**src/rtl/mips_pkg.sv**
```systemverilog
// Shared types for the MIPS fetch front end: fetch FSM states, the IF/ID
// register layout and the default bubble instruction.
package mips_pkg;

  localparam int unsigned IFID_ADDR_W = 32;
  localparam int unsigned IFID_DATA_W = 32;
  localparam logic [IFID_DATA_W-1:0] NOP_INSTR_DEFAULT = 32'h0000_0000;

  typedef enum logic [1:0] {
    S_REQ,
    S_WAIT,
    S_HOLD,
    S_DROP
  } fetch_state_e;

  typedef struct packed {
    logic                   valid;
    logic [IFID_DATA_W-1:0] instr;
    logic [IFID_ADDR_W-1:0] pc_plus_4;
  } ifid_t;

endpackage

```
**src/rtl/fetch_hold_buf.sv**
```systemverilog
// One-entry parking register for a fetched word that arrived while decode was
// stalled. Load captures an entry; unload or clear empties it.
module fetch_hold_buf
  import mips_pkg::*;
(
  input  logic                     clk,
  input  logic                     rst_n,
  input  logic                     load,
  input  logic                     unload,
  input  logic                     clear,
  input  logic [$bits(ifid_t)-1:0] din,
  output logic [$bits(ifid_t)-1:0] dout,
  output logic                     empty
);

  logic  full_q, full_d;
  ifid_t data_q, data_d;

  always_comb begin
    full_d = full_q;
    data_d = data_q;
    if (load) begin
      full_d = 1'b1;
      data_d = din;
    end
    if (unload || clear) full_d = 1'b0;
  end

  always_ff @(posedge clk or negedge rst_n) begin
    if (!rst_n) full_q <= 1'b0;
    else        full_q <= full_d;
  end

  // Payload only matters while full, so it carries no reset.
  always_ff @(posedge clk) data_q <= data_d;

  assign dout  = data_q;
  assign empty = !full_q;

endmodule

```
**src/rtl/if_id_fetch.sv**
```systemverilog
// Instruction-fetch stage: one outstanding imem request, IF/ID register, hold
// buffer for decode stalls, flush handling. FETCH_PERF_CNT_EN adds counters.
module if_id_fetch
  import mips_pkg::*;
#(
  parameter int                ADDR_W    = 32,
  parameter int                DATA_W    = 32,
  parameter logic [DATA_W-1:0] NOP_INSTR = NOP_INSTR_DEFAULT
) (
  input  logic              clk,
  input  logic              rst_n,
  input  logic [ADDR_W-1:0] cur_pc,
  input  logic [ADDR_W-1:0] pc_plus_4,
  output logic              pc_stall,
  output logic              imem_req_valid,
  input  logic              imem_req_ready,
  output logic [ADDR_W-1:0] imem_addr,
  input  logic              imem_rsp_valid,
  input  logic [DATA_W-1:0] imem_rsp_data,
  input  logic              id_stall,
  input  logic              flush,
  output logic              ifid_valid,
  output logic [DATA_W-1:0] ifid_instr,
  output logic [ADDR_W-1:0] ifid_pc_plus_4
`ifdef FETCH_PERF_CNT_EN
  ,
  output logic [31:0]       perf_fetch_cnt,
  output logic [31:0]       perf_stall_cnt
`endif
);

  fetch_state_e      state_q, state_d;
  logic [ADDR_W-1:0] req_pc4_q, req_pc4_d;
  ifid_t             ifid_q, ifid_d, rsp_word, hold_dout;
  logic              req_fire, ifid_load;
  logic              hold_load, hold_unload, hold_clear, hold_empty;

  assign imem_req_valid = rst_n && (state_q == S_REQ);
  assign imem_addr      = cur_pc;
  assign req_fire       = imem_req_valid && imem_req_ready;
  assign rsp_word       = '{valid: 1'b1, instr: imem_rsp_data, pc_plus_4: req_pc4_q};

  always_comb begin
    state_d     = state_q;
    req_pc4_d   = req_pc4_q;
    ifid_d      = ifid_q;
    ifid_load   = 1'b0;
    hold_load   = 1'b0;
    hold_unload = 1'b0;
    hold_clear  = 1'b0;
    if (flush) begin
      // Redirect beats everything: kill IF/ID and the parked word, and
      // remember to swallow any response still owed by memory.
      ifid_d.valid = 1'b0;
      ifid_d.instr = NOP_INSTR;
      hold_clear   = 1'b1;
      case (state_q)
        S_REQ:   if (req_fire) state_d = S_DROP;
        S_WAIT:  state_d = imem_rsp_valid ? S_REQ : S_DROP;
        S_HOLD:  state_d = S_REQ;
        default: if (imem_rsp_valid) state_d = S_REQ;
      endcase
    end else begin
      case (state_q)
        S_REQ: begin
          if (req_fire) begin
            req_pc4_d = pc_plus_4;
            state_d   = S_WAIT;
          end
        end
        S_WAIT: begin
          if (imem_rsp_valid && !id_stall) begin
            ifid_d    = rsp_word;
            ifid_load = 1'b1;
            state_d   = S_REQ;
          end else if (imem_rsp_valid) begin
            hold_load = 1'b1;
            state_d   = S_HOLD;
          end
        end
        S_HOLD: begin
          if (!id_stall && !hold_empty) begin
            ifid_d      = hold_dout;
            ifid_load   = 1'b1;
            hold_unload = 1'b1;
            state_d     = S_REQ;
          end
        end
        default: if (imem_rsp_valid) state_d = S_REQ;
      endcase
    end
  end

  // The PC advances exactly once per word delivered to decode, or on redirect.
  assign pc_stall = !(ifid_load || flush);

  always_ff @(posedge clk or negedge rst_n) begin
    if (!rst_n) begin
      state_q <= S_REQ;
      ifid_q  <= '{valid: 1'b0, instr: NOP_INSTR, pc_plus_4: '0};
    end else begin
      state_q <= state_d;
      ifid_q  <= ifid_d;
    end
  end

  always_ff @(posedge clk) req_pc4_q <= req_pc4_d;

  fetch_hold_buf u_hold (
    .clk    (clk),
    .rst_n  (rst_n),
    .load   (hold_load),
    .unload (hold_unload),
    .clear  (hold_clear),
    .din    (rsp_word),
    .dout   (hold_dout),
    .empty  (hold_empty)
  );

  assign ifid_valid     = ifid_q.valid;
  assign ifid_instr     = ifid_q.instr;
  assign ifid_pc_plus_4 = ifid_q.pc_plus_4;

`ifdef FETCH_PERF_CNT_EN
  logic [31:0] fetch_cnt_q, fetch_cnt_d, stall_cnt_q, stall_cnt_d;

  always_comb begin
    fetch_cnt_d = fetch_cnt_q + 32'(ifid_load);
    stall_cnt_d = stall_cnt_q + 32'(pc_stall);
  end

  always_ff @(posedge clk or negedge rst_n) begin
    if (!rst_n) begin
      fetch_cnt_q <= '0;
      stall_cnt_q <= '0;
    end else begin
      fetch_cnt_q <= fetch_cnt_d;
      stall_cnt_q <= stall_cnt_d;
    end
  end

  assign perf_fetch_cnt = fetch_cnt_q;
  assign perf_stall_cnt = stall_cnt_q;
`else
  // Counter-free build: no perf ports or state.
`endif

`ifndef SYNTHESIS
  // A response is legal in S_REQ only as a leftover from before reset,
  // i.e. before the first request has been accepted.
  logic fresh_q, fresh_d;

  always_comb fresh_d = fresh_q && !req_fire;

  always_ff @(posedge clk or negedge rst_n) begin
    if (!rst_n) fresh_q <= 1'b1;
    else        fresh_q <= fresh_d;
  end

  always_ff @(posedge clk) begin
    if (rst_n && state_q == S_REQ && imem_rsp_valid)
      assert (fresh_q) else $error("if_id_fetch: imem response with no request outstanding");
  end
`endif

endmodule

```
**config.mk**
```make
export PLATFORM = sky130hd
export DESIGN_NAME = if_id_fetch
export DESIGN_NICKNAME = d
export VERILOG_FILES = /design/src/rtl/mips_pkg.sv /design/src/rtl/fetch_hold_buf.sv /design/src/rtl/if_id_fetch.sv
export SDC_FILE = /design/constraint.sdc
export NUM_CORES = 1
export LEC_CHECK = 0
export CORE_MARGIN = 5
export CORE_UTILIZATION = 35
export CTS_CLUSTER_SIZE = 40
export DETAILED_ROUTE_END_ITERATION = 10
export GPL_ROUTABILITY_DRIVEN = 0
export PLACE_DENSITY_LB_ADDON = 0.08
export SYNTH_ARGS = -nofsm -noshare
export SYNTH_HDL_FRONTEND = slang
export SYNTH_HIERARCHICAL = 1
export SYNTH_SLANG_ARGS = --single-unit
```
**constraint.sdc**
```tcl
create_clock -name clk -period 13.7 [get_ports clk]
set_clock_uncertainty 0.2 [all_clocks]
set_input_delay 1.37 -clock clk [delete_from_list [all_inputs] [get_ports clk]]
set_output_delay 1.37 -clock clk [all_outputs]
set_load 0.1 [all_outputs]
```
### Yosys cells after proc, flatten, opt, wreduce, memory -nomap -nowiden

Cells that the tools add are included.

* reductions and logical operators: 16
* eq/ne operators: 8
* mux-type cells: 27
* bitwise gates (word level): 1

Operators by type and width (number)
* $mux W65: 2
* $pmux W65 S2: 1
* $mux W33: 1
* $mux W2: 8
* $mux W1: 12
* $pmux W2 S3: 2
* $reduce_and A3 Y1: 3
* $ne A2 B2 Y1 const B: 3
* $ne A3 B3 Y1 const B: 2
* $logic_and A1 B1 Y1: 4
* $ne A4 B4 Y1 const B: 1
* $reduce_and A4 Y1: 1
* $reduce_bool A2 Y1: 2
* $reduce_bool A3 Y1: 1
* $eq A2 B1 Y1 const B: 1
* $eq A2 B2 Y1 const B: 1
* $logic_not A1 Y1: 2
* $logic_not A2 Y1: 1
* $logic_or A1 B1 Y1: 2
* $pmux W1 S2: 1
* $not A1 Y1: 1

* output and inout port bits: 99
* bits in registers: 164
* input bits: 102
* word-level logic and storage cells: 60

### Depth between registers and ports, before layout

* depth in word-level cells: 7
* gate-level depth with buffers: 9

### Modules after synthesis

The synthesis kept the hierarchy.

By module, submodules not included
* if_id_fetch: cells an instance 388, seq. area each 2637.5 um2, times used 1, area an instance 4565.6 um2
* fetch_hold_buf: cells an instance 69, seq. area each 1976.9 um2, times used 1, area an instance 1994.4 um2

### Worst setup path after synthesis

Ideal clock, no wire load.

* path type: in2reg
* start point: in flush
* end point: reg u_hold.data_q, in the netlist u_hold/dout[0], enable pin
* data arrival time: 6.256 ns
* path buffers: 2
* cell stages on the path: 3
* slack: 6.674 ns
* path through: clkbuf_1 clkbuf_1 nor3_1

* longest elaborated chain between the ends: 1

RTL lines
* start: declaration: line if_id_fetch.sv:21 `input logic flush,`
* $mux W1: line if_id_fetch.sv:51 `if (flush) begin`
* via hold_load: line if_id_fetch.sv:36 `logic hold_load, hold_unload, hold_clear, hold_empty;`
* end signal: assignment: line fetch_hold_buf.sv:35 `always_ff @(posedge clk) data_q <= data_d;`
* end: declaration: line fetch_hold_buf.sv:17 `ifid_t data_q, data_d;`

The timed path passes the listed nets, and every way through them passes these cells.
A chain may end at the register's enable or synchronous reset.

### Worst setup path after layout

* start point: in imem_rsp_valid
* end point: out pc_stall

* longest elaborated chain between the ends: 6

RTL lines
* start: declaration: line if_id_fetch.sv:18 `input logic imem_rsp_valid,`
* $logic_and A1 B1 Y1: line if_id_fetch.sv:72 `if (imem_rsp_valid && !id_stall) begin`
* $mux W1: line if_id_fetch.sv:72
* $pmux W1 S2: line if_id_fetch.sv:64 `case (state_q)`
* $mux W1: line if_id_fetch.sv:51
* $logic_or A1 B1 Y1: line if_id_fetch.sv:95 `assign pc_stall = !(ifid_load || flush);`
* $logic_not A1 Y1: line if_id_fetch.sv:95
* end: declaration: line if_id_fetch.sv:14 `output logic pc_stall,`

Every way passes these cells.

==> results.txt <==
----------------------------------------------------
[Floorplan]
  Starting density of the core ... 35.31%
  IO Pins ... about 200
  Die area ... 21580 sq um
  Core Rows ... 50
  Die X-Extent ... 146.9 microns
  Floorplan die height ... around 150 microns
  Std-Cell Core Area ... 18580 sq um

[Synthesis]
  Yosys warnings ... 6
  Netlist area before placement ... 6560 sq um
  Distinct cell type count of the synthesized netlist ... 27
  Sequential area share after synthesis ... a little over two thirds
  Average instance area after synthesis ... 14.35 sq um
  Register bit total from synthesis ... 165
  Count of mapped cells out of synthesis ... 457
  Mapped Nets ... 563

[Min path]
  Hold/Removal Path Class ... register to register
  Hold Startpoint ... req_pc4_q[30]
  Hold-critical path depth ... 0
  Capture endpoint of the worst hold path ... u_hold/dout[30]

[Route]
  Routed length per placed instance ... 17.79 microns
  Total number of vias ... between 3000 and 4000
  Post-detailed-route DRC marker count ... 0
  Drt pass-1 iters ... 5
  Vias per inst ... between 4 and 5
  Antenna violation net count after detailed routing ... 0
  Overall routed net length ... 14.36 mm
  Iteration-0 DRC Markers ... 251

[Timing]
  Fmax ... roughly 0.2 GHz
  Least setup slack across all paths after layout ... 8.715 ns
  Final period util ... a little over a third
  Setup repair after global routing missed its margin ... false
  Final Hold Fails ... 0
  Slew at the pin closest to its max-slew limit ... 1.053 ns
  Headroom to the max-slew limit ... 29.55%
  Post-layout minimum cycle time ... 4.985 ns
  Max Slew Vio Count ... 0
  Post-Route Setup TNS ... 0 ns
  Count of endpoints failing setup in the final report ... 0

[CTS]
  Clock slew seen by the registers of the worst setup and hold paths ... 0.07 ns
  Clock tree from TritonCTS ... yes
  Cts hold-fix bufs ... 0
  Total clock buffers created by CTS ... 17
  Buffer cell driving the clock tree root ... sky130_fd_sc_hd__clkbuf_16
  Resized Gates After CTS ... 0
  Number of clock sinks ... 165
  H-tree levels ... 4
  Worst-skew pair later-pin latency ... 0.42 ns
  Number of buffers on the longest clock path ... 2
  Post-CTS Repair Setup Buffers ... 0

[Run]
  Count of max-cap constraint violations ... 0

[Finish]
  ANT cells ... 0
  Number of cells in the finished layout apart from fillers ... 807
  Post-route cell area ... between 8000 and 9000 sq um
  Net count, final ... 666
  Area Growth Syn to Fin ... 29.87%
  Fraction of final layout cells sized beyond drive strength 1 ... approximately 7.5%

[Place]
  Port Buffers ... 136
  Pre-CTS WS ... 8.734 ns
  Instance count after placement with tap cells included ... 775
  Instance area at placement ... 7905 sq um
  HPWL after detailed placement ... about 9.0 mm

[Worst setup path]
  Data required time of the worst path ... 12.13 ns
  Critical Path Source Type ... input port
  Critical path capture point type ... output port
  Reg-to-Reg End ... ifid_instr[19]
  Worst reg-to-reg setup slack ... 10.94 ns
  Launching point of the worst reg2reg path ... state_q[0]
  Biggest fanout along the worst timing path ... 5
  Data arrival time of the critical path ... 3.41 ns
  R2R depth ... 6
  Setup Crit Path Kind ... input port to output port

[Global route]
  Overall fraction of global-route tracks in use ... 13.71%
  Sum of overflow across all layers after global routing ... 0
  Via count of the first global-routing pass ... 4227
  Global-route wire length before repair ... ~23 mm
  Maximum number of pins on one net before global-route repair ... 69
  Antenna violations before repair ... 1

[Power]
  Total leakage power ... around 3.2 nW
  Worst IR Drop VDD ... 0.0001393 V
  Post-layout total power ... 2.142 mW
  PwrDens ... ~250 nW/um^2

[Run status]
  Run status ... complete, no violations

----------------------------------------------------
==> layout make-up <==
type	count	area, sq um
clock buffers	18	439.2
inverters	4	15.01
multi-input cells	230	1584
repair buffers	142	1399
clock inverters	14	175.2
fillers	1648	10060
well taps	234	292.8
flip-flops and latches	165	4614
==> kinds of logic after synthesis <==
| family | share of synthesized area, % |
|---|---|
| muxes | 10.53 |
| and+or+nand+nor | 5.360 |
| other | 0.05716 |
| DFF | 70.34 |
| buffers and inverters | 5.951 |
| AOI/OAI and AO/OA | 7.000 |
| adders and majority gates | 0.7630 |
==> sequential cells by signal (all words and copies together) (netlist names) <==
name and cells:
u_hold/dout 65, ifid_instr 32, ifid_pc_plus_4 32, req_pc4_q 32, state_q 2, ifid_valid 1, u_hold/full_q 1
==> synth_stat cells <==
library cell | count | share of area [%]
sky130_fd_sc_hd__conb_1 | 1 | 0.057
sky130_fd_sc_hd__a221oi_1 | 1 | 0.13
sky130_fd_sc_hd__nand3b_1 | 1 | 0.11
sky130_fd_sc_hd__ha_1 | 4 | 0.76
sky130_fd_sc_hd__a41oi_2 | 1 | 0.25
sky130_fd_sc_hd__o21ai_0 | 34 | 2.6
sky130_fd_sc_hd__mux2i_1 | 69 | 11
sky130_fd_sc_hd__nand2_1 | 69 | 3.9
sky130_fd_sc_hd__nor3_1 | 2 | 0.15
sky130_fd_sc_hd__nor2b_1 | 1 | 0.095
sky130_fd_sc_hd__buf_4 | 38 | 4.3
sky130_fd_sc_hd__nand2b_1 | 2 | 0.19
sky130_fd_sc_hd__or2_1 | 1 | 0.095
sky130_fd_sc_hd__nor3b_1 | 1 | 0.11
sky130_fd_sc_hd__nor2_1 | 3 | 0.17
sky130_fd_sc_hd__and3b_1 | 1 | 0.13
sky130_fd_sc_hd__nand4_1 | 1 | 0.095
sky130_fd_sc_hd__edfxtp_1 | 97 | 44
sky130_fd_sc_hd__buf_2 | 12 | 0.92
sky130_fd_sc_hd__a21oi_1 | 2 | 0.15
sky130_fd_sc_hd__and2_1 | 1 | 0.095
sky130_fd_sc_hd__a31oi_1 | 1 | 0.095
sky130_fd_sc_hd__clkbuf_1 | 8 | 0.46
sky130_fd_sc_hd__dfrtp_1 | 68 | 26
sky130_fd_sc_hd__inv_1 | 4 | 0.23
sky130_fd_sc_hd__nor3_2 | 1 | 0.15
sky130_fd_sc_hd__o31ai_1 | 33 | 3.8
==> how the worst max path moves through the flow <==
| stage | from | to | depth (start not counted) |
|---|---|---|---|
| 2_1_floorplan | flush | u_hold/dout[0] | 3 |
| 3_3_place_gp | imem_rsp_valid | pc_stall | 5 |
| 3_5_place_dp | imem_rsp_valid | pc_stall | 5 |
| 4_1_cts | imem_rsp_valid | pc_stall | 5 |
| 5_1_grt | imem_rsp_valid | pc_stall | 5 |
| 6_report | imem_rsp_valid | pc_stall | 5 |
==> power by group <==
| part | internal (mW) | switching [mW] | total [mW] |
|---|---|---|---|
| Combinational | 0.241 | 0.733 | 0.974 |
| Sequential | 0.620 | 0.0553 | 0.675 |
| Clock | 0.294 | 0.199 | 0.493 |
==> metrics by stage <==
step,hold slack (ns),utilization (%)
after floorplan,0.2257,-
after global placement,0.2337,42.55
after detailed placement,0.2361,42.55
after CTS,0.2533,45.85
after global routing,0.2566,45.85
final,0.2464,45.85
==> layer usage <==
| layer | track usage, % | part of all wire [%] | vias up |
|---|---|---|---|
| met4 | 4.846 | 1.7 | 2 |
| met3 | 5.583 | 7.0 | 25 |
| met2 | 21.43 | 46 | 150 |
| li1 | - | - | 1831 |
| met5 | 0 | 0.049 | - |
| met1 | 17.31 | 45 | 1839 |
==> worst max-delay path, stage by stage <==
cell                              delay (ns)
sky130_fd_sc_hd__clkdlybuf4s50_1        0.50
sky130_fd_sc_hd__nand2_1                0.15
sky130_fd_sc_hd__nand2_1                0.06
sky130_fd_sc_hd__a31oi_1                0.17
sky130_fd_sc_hd__clkdlybuf4s50_1        1.17
==> layout by cell type, fill, tap and decap left out, drive strengths merged, types with 4 or more instances in the layout <==
cell	n
clkdlybuf4s50	134
edfxtp	97
nand2	69
mux2i	69
dfrtp	68
o21ai	34
o31ai	33
clkbuf	18
buf	8
inv	7
clkinv	7
ha	4
(Power assumes the default switching activity.)
==> variant (same settings) <==
Encoding of `fetch_state_e`: now Gray code (2 bits for 4 states).
--- a/src/rtl/mips_pkg.sv
+++ b/src/rtl/mips_pkg.sv
@@ -7,10 +7,10 @@
   localparam logic [IFID_DATA_W-1:0] NOP_INSTR_DEFAULT = 32'h0000_0000;
 
   typedef enum logic [1:0] {
-    S_REQ,
-    S_WAIT,
-    S_HOLD,
-    S_DROP
+    S_REQ  = 2'b00,
+    S_WAIT = 2'b01,
+    S_HOLD = 2'b11,
+    S_DROP = 2'b10
   } fetch_state_e;
 
   typedef struct packed {
Behaviour: same outputs for any inputs over 4 cycles, from zero or initial values and one cycle with rst_n low; so few cycles prove little.
==> variant against the original RTL <==
- global-route usage down 0.16 points
- wire length up 0.98%
- cell area down 2.4%
- largest cell class unchanged
- non-clock buffer count up 1
- synthesized area down 1.3%
- via count up 2.7%
- die area down 1.2%
- critical endpoint unchanged
- setup slack worse by 0.18 ns
- register-to-register slack better by 0.02 ns
- total power down 11%
- worst hold slack about the same
- sequential cell count unchanged
- highest routed layer is now met4
==> variant: results (changes against the original RTL) <==
* Cell variety after synth at 33 (+22%)
* CP delay by family, top: buffers and inverters
* Internal at 1050 µW (-9.4%)
* Post-synthesis sequential area ratio at 71.3% (+0.92 points)
* Mapped Cells at 487 (+6.6%)
* Comb pwr share at 42.2% (-3.3 points)
* DRT Pass-1 Iters at 4 (-1)
* Post-Syn Nets at 589 (+4.6%)
* Worst Path Max Fanout at 7 (+2)
* Initial antenna violation count at 0 (-1)
* Inst Count DP at 800 (+3.2%)
* Worst-margin pin slew at 1.03 ns (-0.0279 ns)
* Setup WS pre-CTS at 8.55 ns (-0.188 ns)
* Initial DRC Count at 190 (-24%)
* Switching Fraction at 45.1% (-1.0 points)
* Detailed placement HPWL at 8920 µm (-1.3%)
* LEAKAGE at 0.00302 µW (-5.3%)
* Worst Path Arrival at 3.59 ns (+0.18 ns)
* First-pass GRT wire length at 22,800 µm (-2.1%)
* Synth top area cells: edfxtp_1, dfrtp_1, nand2_1, mux2i_1, buf_4
* Synth top cells by count: nand2_1, edfxtp_1, dfrtp_1, nor2_1, buf_4
* Share of cells above drive strength 1 at 7.13% (-0.37 points)
* Outcome: finished clean
* Global Route Usage Sum at 13.5% (-0.16 points)
* Post-placement cell area at 7780 µm² (-1.6%)
* Average wire per standard cell at 17.4 µm (-2.1%)
* Vias in the first global route at 4,005 (-5.3%)
* Fillers at 1,659 (+0.67%)
* Pin count of the biggest net entering global routing at 66 (-4.3%)
* Vias per inst at 4.75 (-0.38%)
* Peak supply drop at 148 µV (+6.0%)
* Final nets at 692 (+3.9%)
* Routed Wire Length at 14,500 µm (+0.98%)
==> variant: changes by cell type after synthesis, moves of 4 or more <==
cell	delta
o21ai_0	-18
nand2_1	+34
o31ai_1	-16
ha_1	-4
mux2i_1	-38
a31oi_1	+31
nor2_1	+37
==> variant: layout make-up <==
cell class                      count  area (µm²)  share of cell area, %
Multi-Input combinational cell    262        1470                   17.6
Inverter                            1        3.75                 0.0451
Timing Repair Buffer              143        1410                   17.0
Sequential cell                   165        4610                   55.5
Clock inverter                     10        87.6                   1.05
Tap cell                          229         287                   3.45
Clock buffer                       22         444                   5.34
==> variant: logic make-up after synthesis <==
family,synth area share (%)
compound gates,7.32
buf+inv,6.57
flops,71.3
mux,4.79
other cells,0.0579
simple gates,9.99
==> variant: routing by layer <==
metal / global-route usage [%] / vias to the layer above / part of all wire, % / routed length [µm]
met5: 0 / - / 0 / 0
met4: 5.08 / 0 / 1.5 / 223
met3: 3.47 / 23 / 4.6 / 661
met2: 20.9 / 124 / 46 / 6620
met1: 18.6 / 1902 / 48 / 6990
li1: - / 1902 / - / -
==> variant: worst paths after layout <==
| kind | slack (ns) | startpoint | endpoint | depth (start not counted) |
|---|---|---|---|---|
| setup reg to reg | 10.96 | state_q[1]$_DFFE_PN0P_ | u_hold/dout[37]$_DFFE_PP_ | 4 |
| max in group asynchronous | 11.67 | rst_n | ifid_pc_plus_4[27]$_DFFE_PN0P_ | 2 |
| hold / removal | 0.25 | req_pc4_q[4]$_DFFE_PP_ | u_hold/dout[4]$_DFFE_PP_ | 0 |
| hold reg to reg | 0.25 | req_pc4_q[4]$_DFFE_PP_ | u_hold/dout[4]$_DFFE_PP_ | 0 |
| setup / recovery | 8.54 | id_stall | pc_stall | 4 |
| min in group asynchronous | 0.73 | rst_n | ifid_instr[8]$_DFFE_PN0P_ | 1 |
